## src/rtl/capture_sequencer_pkg.sv

```systemverilog
// Shared definitions for the capture sequencer: command opcodes, FSM states
// and status register bit positions.
package capture_sequencer_pkg;

  localparam logic [7:0] OP_START_SINGLE = 8'hD2;
  localparam logic [7:0] OP_START_CONT   = 8'hA2;
  localparam logic [7:0] OP_ABORT        = 8'h81;
  localparam logic [7:0] OP_CLR_ERR      = 8'h85;

  typedef enum logic [2:0] {
    ST_IDLE,
    ST_SYNC,
    ST_ARMED,
    ST_ACTIVE,
    ST_DONE
  } state_e;

  localparam int unsigned STAT_BUSY      = 7;
  localparam int unsigned STAT_CONT      = 6;
  localparam int unsigned STAT_ERR_LEN   = 5;
  localparam int unsigned STAT_ERR_SHORT = 4;
  localparam int unsigned STAT_ERR_BUSY  = 3;

  function automatic logic is_start(input logic [7:0] op);
    return (op == OP_START_SINGLE) || (op == OP_START_CONT);
  endfunction

endpackage

```

## src/rtl/capture_sequencer_edge_det.sv

```systemverilog
// Edge detector: registers the previous input sample and flags rising and
// falling transitions against it in the cycle the new level is seen.
module capture_sequencer_edge_det (
  input  logic clk,
  input  logic res,
  input  logic d,
  output logic rise,
  output logic fall
);

  logic prev_q;

  // Remember last cycle's level.
  always_ff @(posedge clk or negedge res) begin
    if (!res) prev_q <= 1'b0;
    else      prev_q <= d;
  end

  assign rise = d & ~prev_q;
  assign fall = ~d & prev_q;

endmodule

```

## src/rtl/capture_sequencer.sv

```systemverilog
// Capture sequencer: decodes SPI commands, locks onto a whole camera frame,
// issues frame-store write enables with byte/line coordinates and keeps a
// sticky error and frame-count status register.
module capture_sequencer
  import capture_sequencer_pkg::*;
#(
  parameter int unsigned PIX_BYTES = 1280,
  parameter int unsigned LINES     = 480,
  parameter int unsigned XW        = 11,
  parameter int unsigned YW        = 9
) (
  input  logic          clk,
  input  logic          res,
  input  logic          vsync,
  input  logic          href,
  input  logic          pix_stb,
  input  logic [7:0]    cmd_byte,
  input  logic          cmd_valid,
  output logic          cap_en,
  output logic [XW-1:0] pix_x,
  output logic [YW-1:0] pix_y,
  output logic          frame_done,
  output logic          busy,
  output logic [7:0]    status
);

  localparam logic [XW-1:0] PIX_MAX   = XW'(PIX_BYTES);
  localparam logic [YW-1:0] LINES_MAX = YW'(LINES);

  logic vs_rise, vs_fall, hr_rise, hr_fall;

  state_e        state_q, state_d;
  logic          cont_q, cont_d;
  logic          cap_en_q, cap_en_d;
  logic          frame_done_q, frame_done_d;
  logic          busy_q, busy_d;
  logic          err_len_q, err_len_d;
  logic          err_short_q, err_short_d;
  logic          err_busy_q, err_busy_d;
  logic [7:0]    frame_cnt_q, frame_cnt_d;
  logic [XW-1:0] xcnt_q, xcnt_d;
  logic [XW-1:0] pix_x_q, pix_x_d;
  logic [YW-1:0] ycnt_q, ycnt_d;
  logic [YW-1:0] pix_y_q, pix_y_d;

  logic          op_start, op_abort, op_clr;
  logic [XW-1:0] xcur;

  capture_sequencer_edge_det u_vsync_edge (
    .clk  (clk),
    .res  (res),
    .d    (vsync),
    .rise (vs_rise),
    .fall (vs_fall)
  );

  capture_sequencer_edge_det u_href_edge (
    .clk  (clk),
    .res  (res),
    .d    (href),
    .rise (hr_rise),
    .fall (hr_fall)
  );

  assign op_start = cmd_valid && is_start(cmd_byte);
  assign op_abort = cmd_valid && (cmd_byte == OP_ABORT);
  assign op_clr   = cmd_valid && (cmd_byte == OP_CLR_ERR);

  // Next-state, counter, capture and error logic.
  always_comb begin
    state_d      = state_q;
    cont_d       = cont_q;
    cap_en_d     = 1'b0;
    frame_done_d = 1'b0;
    err_len_d    = err_len_q;
    err_short_d  = err_short_q;
    err_busy_d   = err_busy_q;
    frame_cnt_d  = frame_cnt_q;
    xcnt_d       = xcnt_q;
    ycnt_d       = ycnt_q;
    pix_x_d      = pix_x_q;
    pix_y_d      = pix_y_q;
    // A byte arriving with the href rising edge is byte 0 of the new line.
    xcur         = hr_rise ? '0 : xcnt_q;

    // Clear first so that an error raised in the same cycle survives.
    if (op_clr) begin
      err_len_d   = 1'b0;
      err_short_d = 1'b0;
      err_busy_d  = 1'b0;
    end
    if (op_start && (state_q != ST_IDLE)) err_busy_d = 1'b1;

    if (op_abort) begin
      state_d = ST_IDLE;
      cont_d  = 1'b0;
    end else begin
      unique case (state_q)
        ST_IDLE: begin
          if (op_start) begin
            state_d = ST_SYNC;
            cont_d  = (cmd_byte == OP_START_CONT);
          end
        end
        ST_SYNC: begin
          if (vsync) state_d = ST_ARMED;
        end
        ST_ARMED: begin
          if (vs_fall) begin
            state_d = ST_ACTIVE;
            xcnt_d  = '0;
            ycnt_d  = '0;
            pix_y_d = '0;
          end
        end
        ST_ACTIVE: begin
          if (hr_rise) xcnt_d = '0;
          if (pix_stb && href) begin
            if ((xcur < PIX_MAX) && (ycnt_q < LINES_MAX)) begin
              cap_en_d = 1'b1;
              pix_x_d  = xcur;
              pix_y_d  = ycnt_q;
              xcnt_d   = xcur + 1'b1;
            end else begin
              err_len_d = 1'b1;
            end
          end
          if (hr_fall && (ycnt_q < LINES_MAX)) ycnt_d = ycnt_q + 1'b1;
          if (vs_rise) begin
            state_d      = ST_DONE;
            frame_done_d = 1'b1;
            frame_cnt_d  = frame_cnt_q + 1'b1;
            if (ycnt_q < LINES_MAX) err_short_d = 1'b1;
          end
        end
        ST_DONE: begin
          state_d = cont_q ? ST_ARMED : ST_IDLE;
        end
        default: state_d = ST_IDLE;
      endcase
    end

    busy_d = (state_d != ST_IDLE);
  end

  // Sequencer state and registered outputs.
  always_ff @(posedge clk or negedge res) begin
    if (!res) begin
      state_q      <= ST_IDLE;
      cont_q       <= 1'b0;
      cap_en_q     <= 1'b0;
      frame_done_q <= 1'b0;
      busy_q       <= 1'b0;
      err_len_q    <= 1'b0;
      err_short_q  <= 1'b0;
      err_busy_q   <= 1'b0;
      frame_cnt_q  <= '0;
      xcnt_q       <= '0;
      ycnt_q       <= '0;
      pix_x_q      <= '0;
      pix_y_q      <= '0;
    end else begin
      state_q      <= state_d;
      cont_q       <= cont_d;
      cap_en_q     <= cap_en_d;
      frame_done_q <= frame_done_d;
      busy_q       <= busy_d;
      err_len_q    <= err_len_d;
      err_short_q  <= err_short_d;
      err_busy_q   <= err_busy_d;
      frame_cnt_q  <= frame_cnt_d;
      xcnt_q       <= xcnt_d;
      ycnt_q       <= ycnt_d;
      pix_x_q      <= pix_x_d;
      pix_y_q      <= pix_y_d;
    end
  end

  // Status word assembled from the registered flags.
  always_comb begin
    status                 = '0;
    status[STAT_BUSY]      = busy_q;
    status[STAT_CONT]      = cont_q;
    status[STAT_ERR_LEN]   = err_len_q;
    status[STAT_ERR_SHORT] = err_short_q;
    status[STAT_ERR_BUSY]  = err_busy_q;
    status[2:0]            = frame_cnt_q[2:0];
  end

  assign cap_en     = cap_en_q;
  assign pix_x      = pix_x_q;
  assign pix_y      = pix_y_q;
  assign frame_done = frame_done_q;
  assign busy       = busy_q;

endmodule
```

## config.mk

```make
export PLATFORM = sky130hd
export DESIGN_NAME = capture_sequencer
export DESIGN_NICKNAME = d
export VERILOG_FILES = /design/src/rtl/capture_sequencer_pkg.sv /design/src/rtl/capture_sequencer_edge_det.sv /design/src/rtl/capture_sequencer.sv
export SDC_FILE = /design/constraint.sdc
export NUM_CORES = 1
export LEC_CHECK = 0
export ABC_AREA = 1
export CORE_UTILIZATION = 53
export CTS_BUF_LIST = sky130_fd_sc_hd__clkbuf_16
export CTS_CLUSTER_SIZE = 14
export DETAILED_ROUTE_END_ITERATION = 12
export HOLD_SLACK_MARGIN = 0.02
export PLACE_DENSITY = 0.78
export SLEW_MARGIN = 20
export SYNTH_ARGS = -nofsm -noshare
export SYNTH_HDL_FRONTEND = slang
export SYNTH_SLANG_ARGS = --single-unit
```

## constraint.sdc

```tcl
create_clock -name clk -period 1.85 [get_ports clk]
set_input_delay 0.555 -clock clk [delete_from_list [all_inputs] [get_ports clk]]
set_output_delay 0.555 -clock clk [all_outputs]
set_load 0.005 [all_outputs]
```

==> run_results.csv <==
group,metric,value,unit
final_layout,seqCellArea,1376,um^2
final_layout,mostFrequentLayoutCells,"nand2_1 (117), dfrtp_1 (55), buf_4 (42)",
clock_network,cts_tree,"done",
synth,avgSynthCellArea,7.778,um^2
route,drc_errors,0,
global_routing,grt_max_degree,23,
sta,skew,0.005460,ns
global_routing,grt_overflow_total,0,
route,vias,2655,
global_routing,track_usage,25.78,%
floorplan,coreArea,5107,um^2
synth,synth_fa_ha_area_share,1.340,%
setup_path,rr_startpoint,"ycnt_q[8]",
route,ant_nets,0,
final_layout,nets,467,
route,drt-total-wl,6.727,mm
final_layout,fill_cells,370,
min_path,hold_class,"in2async",
route,dr.pass1.iters,4,
global_routing,grt_pass1_wl,11.01,mm
pwr,ir_drop,0.6355,mV
synth,syn_inst,360,
clock_network,clk_latency,0.29,ns
route,viasPerCell,5.096,
placed_design,place.gp.congestion,0.8705,
synth,yosys.area_share.simple,30.92,%
synth,synth_seq_area_share,49.15,%
sta,finalHoldViolCount,0,
placed_design,portBuffers,44,
synth,yosysWarningCount,0,
synth,synthXorXnorAreaFrac,2.502,%
floorplan,start_util,54.83,%
sta,drv_slew,0,
route,wire_per_inst,12.91,um
synth,synth_compound_area_share,7.685,%
global_routing,grt_pass1_vias,2598,
clock_network,htreeDepth,2,
synth,ys_ff_latch,55,
clock_network,clock_sinks,55,
floorplan,io_pins,45,
synth,synth_cell_types,31,
pwr,power,3365,uW
final_layout,fin_area,3896,um^2
sta,worst_pin_slew,0.4689,ns
floorplan,dieArea,5578,um^2
global_routing,antenna_found_initial,0,
route,first_iter_violations,178,
synth,synthMuxAreaShare,0,%
setup_path,required,2.03,ns
clock_network,clk_pin_slew,0.07,ns
final_layout,drive_above_1_share,18.85,%
setup_path,cp_max_fo,9,
pwr,p_int,2348,uW
setup_path,cp-startpoint,"cmd_byte[4]",
pwr,p_switching,1017,uW
setup_path,worstSetupStartpointType,"primary input",
synth,synthesis.area,2800,um^2
final_layout,final_util,76.29,%
sta,setup_viol,0,
pwr,seqPwrFrac,42.7,%
sta,fmax,0.5575,GHz
synth,synth_top_family_by_area,"simple AND/OR/NAND/NOR gates",
clock_network,cts_buffer_depth,2,
synth,synth.net_count,377,
final_layout,area_delta_synth_final,39.14,%
placed_design,dp_hpwl,4.830,mm
sta,fin_crit_sh,96.97,%
final_layout,multiInputGateArea,1231,um^2
setup_path,worstPathArrival,1.97,ns
pwr,sw_frac_of_total,30.23,%
final_layout,n_antenna_cell,0,
sta,max_slew_margin,68.74,%
pwr,leakage,0.001981,uW
pwr,power.density,863.7,nW/um^2
sta,fin_crit,1.794,ns
floorplan,rows,26,
clock_network,cts-root-buf,"clkbuf_16",
pwr,clockPowerShare,26.6,%
placed_design,placed_cell_area,3628,um^2
setup_path,endpoint_kind,"flip-flop",
flow_run,cap_violations,0,
clock_network,cts_buffers,5,
floorplan,die-width,74.69,um
floorplan,dieHeight,74.69,um
run_status,outcome,"complete, no violations",
pwr,combPwrFrac,30.6,%
setup_path,critPathKind,"in2reg",
final_layout,layout_commonest_cell,"nand2_1",
[per-stage QoR]
| stage | instances | TNS, ns | hold WS [ns] | worst slack, ns |
|---|---|---|---|---|
| floorplan | 360 | 0 | 0.2594 | 0.006240 |
| global placement | 507 | -10.09 | 0.4623 | -0.3199 |
| detailed placement | 507 | -10.97 | 0.4723 | -0.4181 |
| CTS | 515 | 0 | 0.2287 | 0.02358 |
| global route | 521 | -0.03619 | 0.2428 | -0.02749 |
| finish | 521 | 0 | 0.2129 | 0.05615 |
[layer usage]
layer / share of wire (%) / global-route usage [%] / wire, um / up-vias
li1: - / - / - / 1308
met1: 42 / 30.77 / 2823 / 1262
met2: 53 / 46.75 / 3540 / 66
met3: 3.0 / 3.748 / 203 / 19
met4: 2.4 / 10.27 / 159 / 0
met5: 0 / 0 / 0 / -
[final timing paths]
check	to	slack (ns)	cells past startpoint
worst min register to register	pix_x[1]	0.48	2
worst min-delay path	cap_en	0.21	1
worst max register to register	pix_y[5]	0.27	8
max in group asynchronous	pix_y[0]	1.15	2
worst max-delay path	pix_y[5]	0.06	8
min in group clk	pix_x[1]	0.48	2
[cell families after synthesis]
logic type / count (synthesis)
simple gates: 201
flops: 55
buf+inv: 54
compound gates: 39
xor+xnor: 8
fa+ha+maj: 3
[power groups by stage]
| stage | clock network [uW] | logic (uW) | registers [uW] |
|---|---|---|---|
| after detailed placement | 0 | 928 | 1460 |
| after global routing | 941 | 1130 | 1460 |
| after floorplan | 0 | 476 | 1440 |
| final | 896 | 1030 | 1440 |
| after global placement | 0 | 903 | 1450 |
| after CTS | 907 | 938 | 1440 |
[critical path, cell delays in order]
cell	delay, ns
clkdlybuf4s50_1	0.46
nor3_4	0.26
nand3_4	0.13
nand2_4	0.11
inv_2	0.05
o21ai_4	0.11
clkbuf_16	0.22
o21ai_1	0.06
[flip-flops by register name, indices dropped and copies added, names as in the netlist, 3 cells and up]
| name | cells |
|---|---|
| pix_x | 11 |
| xcnt_q | 11 |
| pix_y | 9 |
| ycnt_q | 9 |
| frame_cnt_q | 3 |
| state_q | 3 |
[cell usage after synthesis]
cell type,number,area share (%)
buf_2,3,0.54
ha_1,3,1.3
o21ai_0,22,3.9
a21oi_1,4,0.71
buf_6,1,0.40
nor3_1,6,1.1
nand2_2,4,0.89
nand3_1,28,5.0
clkbuf_1,1,0.13
a211oi_1,1,0.27
xor2_1,5,1.6
dfrtp_1,55,49
nor3b_1,1,0.27
o21ai_2,1,0.31
o21ai_1,8,1.4
o22ai_1,2,0.45
nor2_2,2,0.45
xnor2_1,3,0.94
nor2_1,31,4.2
nand3_4,1,0.63
nand3_2,2,0.71
nor4_1,1,0.22
inv_4,1,0.22
nor3_2,1,0.36
o21ai_4,1,0.58
inv_2,5,0.67
nand4_1,3,0.67
nor2_4,1,0.40
buf_4,5,1.3
nand2_1,120,16
inv_1,38,5.1
[what timing repair did]
action | in CTS | in global routing
hold buffers | 0 | 0
gates cloned | 0 | 2
pin swaps | 1 | 7
endpoints found under the setup margin | 6 | 34
buffers inserted | 0 | 4
gates resized for setup | 3 | 15
[area by class of cell]
cell class                      instances  area share (%)
Clock buffer                            5           3.211
Clock inverter                          3          0.3211
Inverter                               44           4.303
Multi-Input combinational cell        251           31.60
Sequential cell                        55           35.32
Tap cell                               70           2.248
Timing Repair Buffer                   93           22.99
No activity file was read; power rests on OpenSTA's default activity.
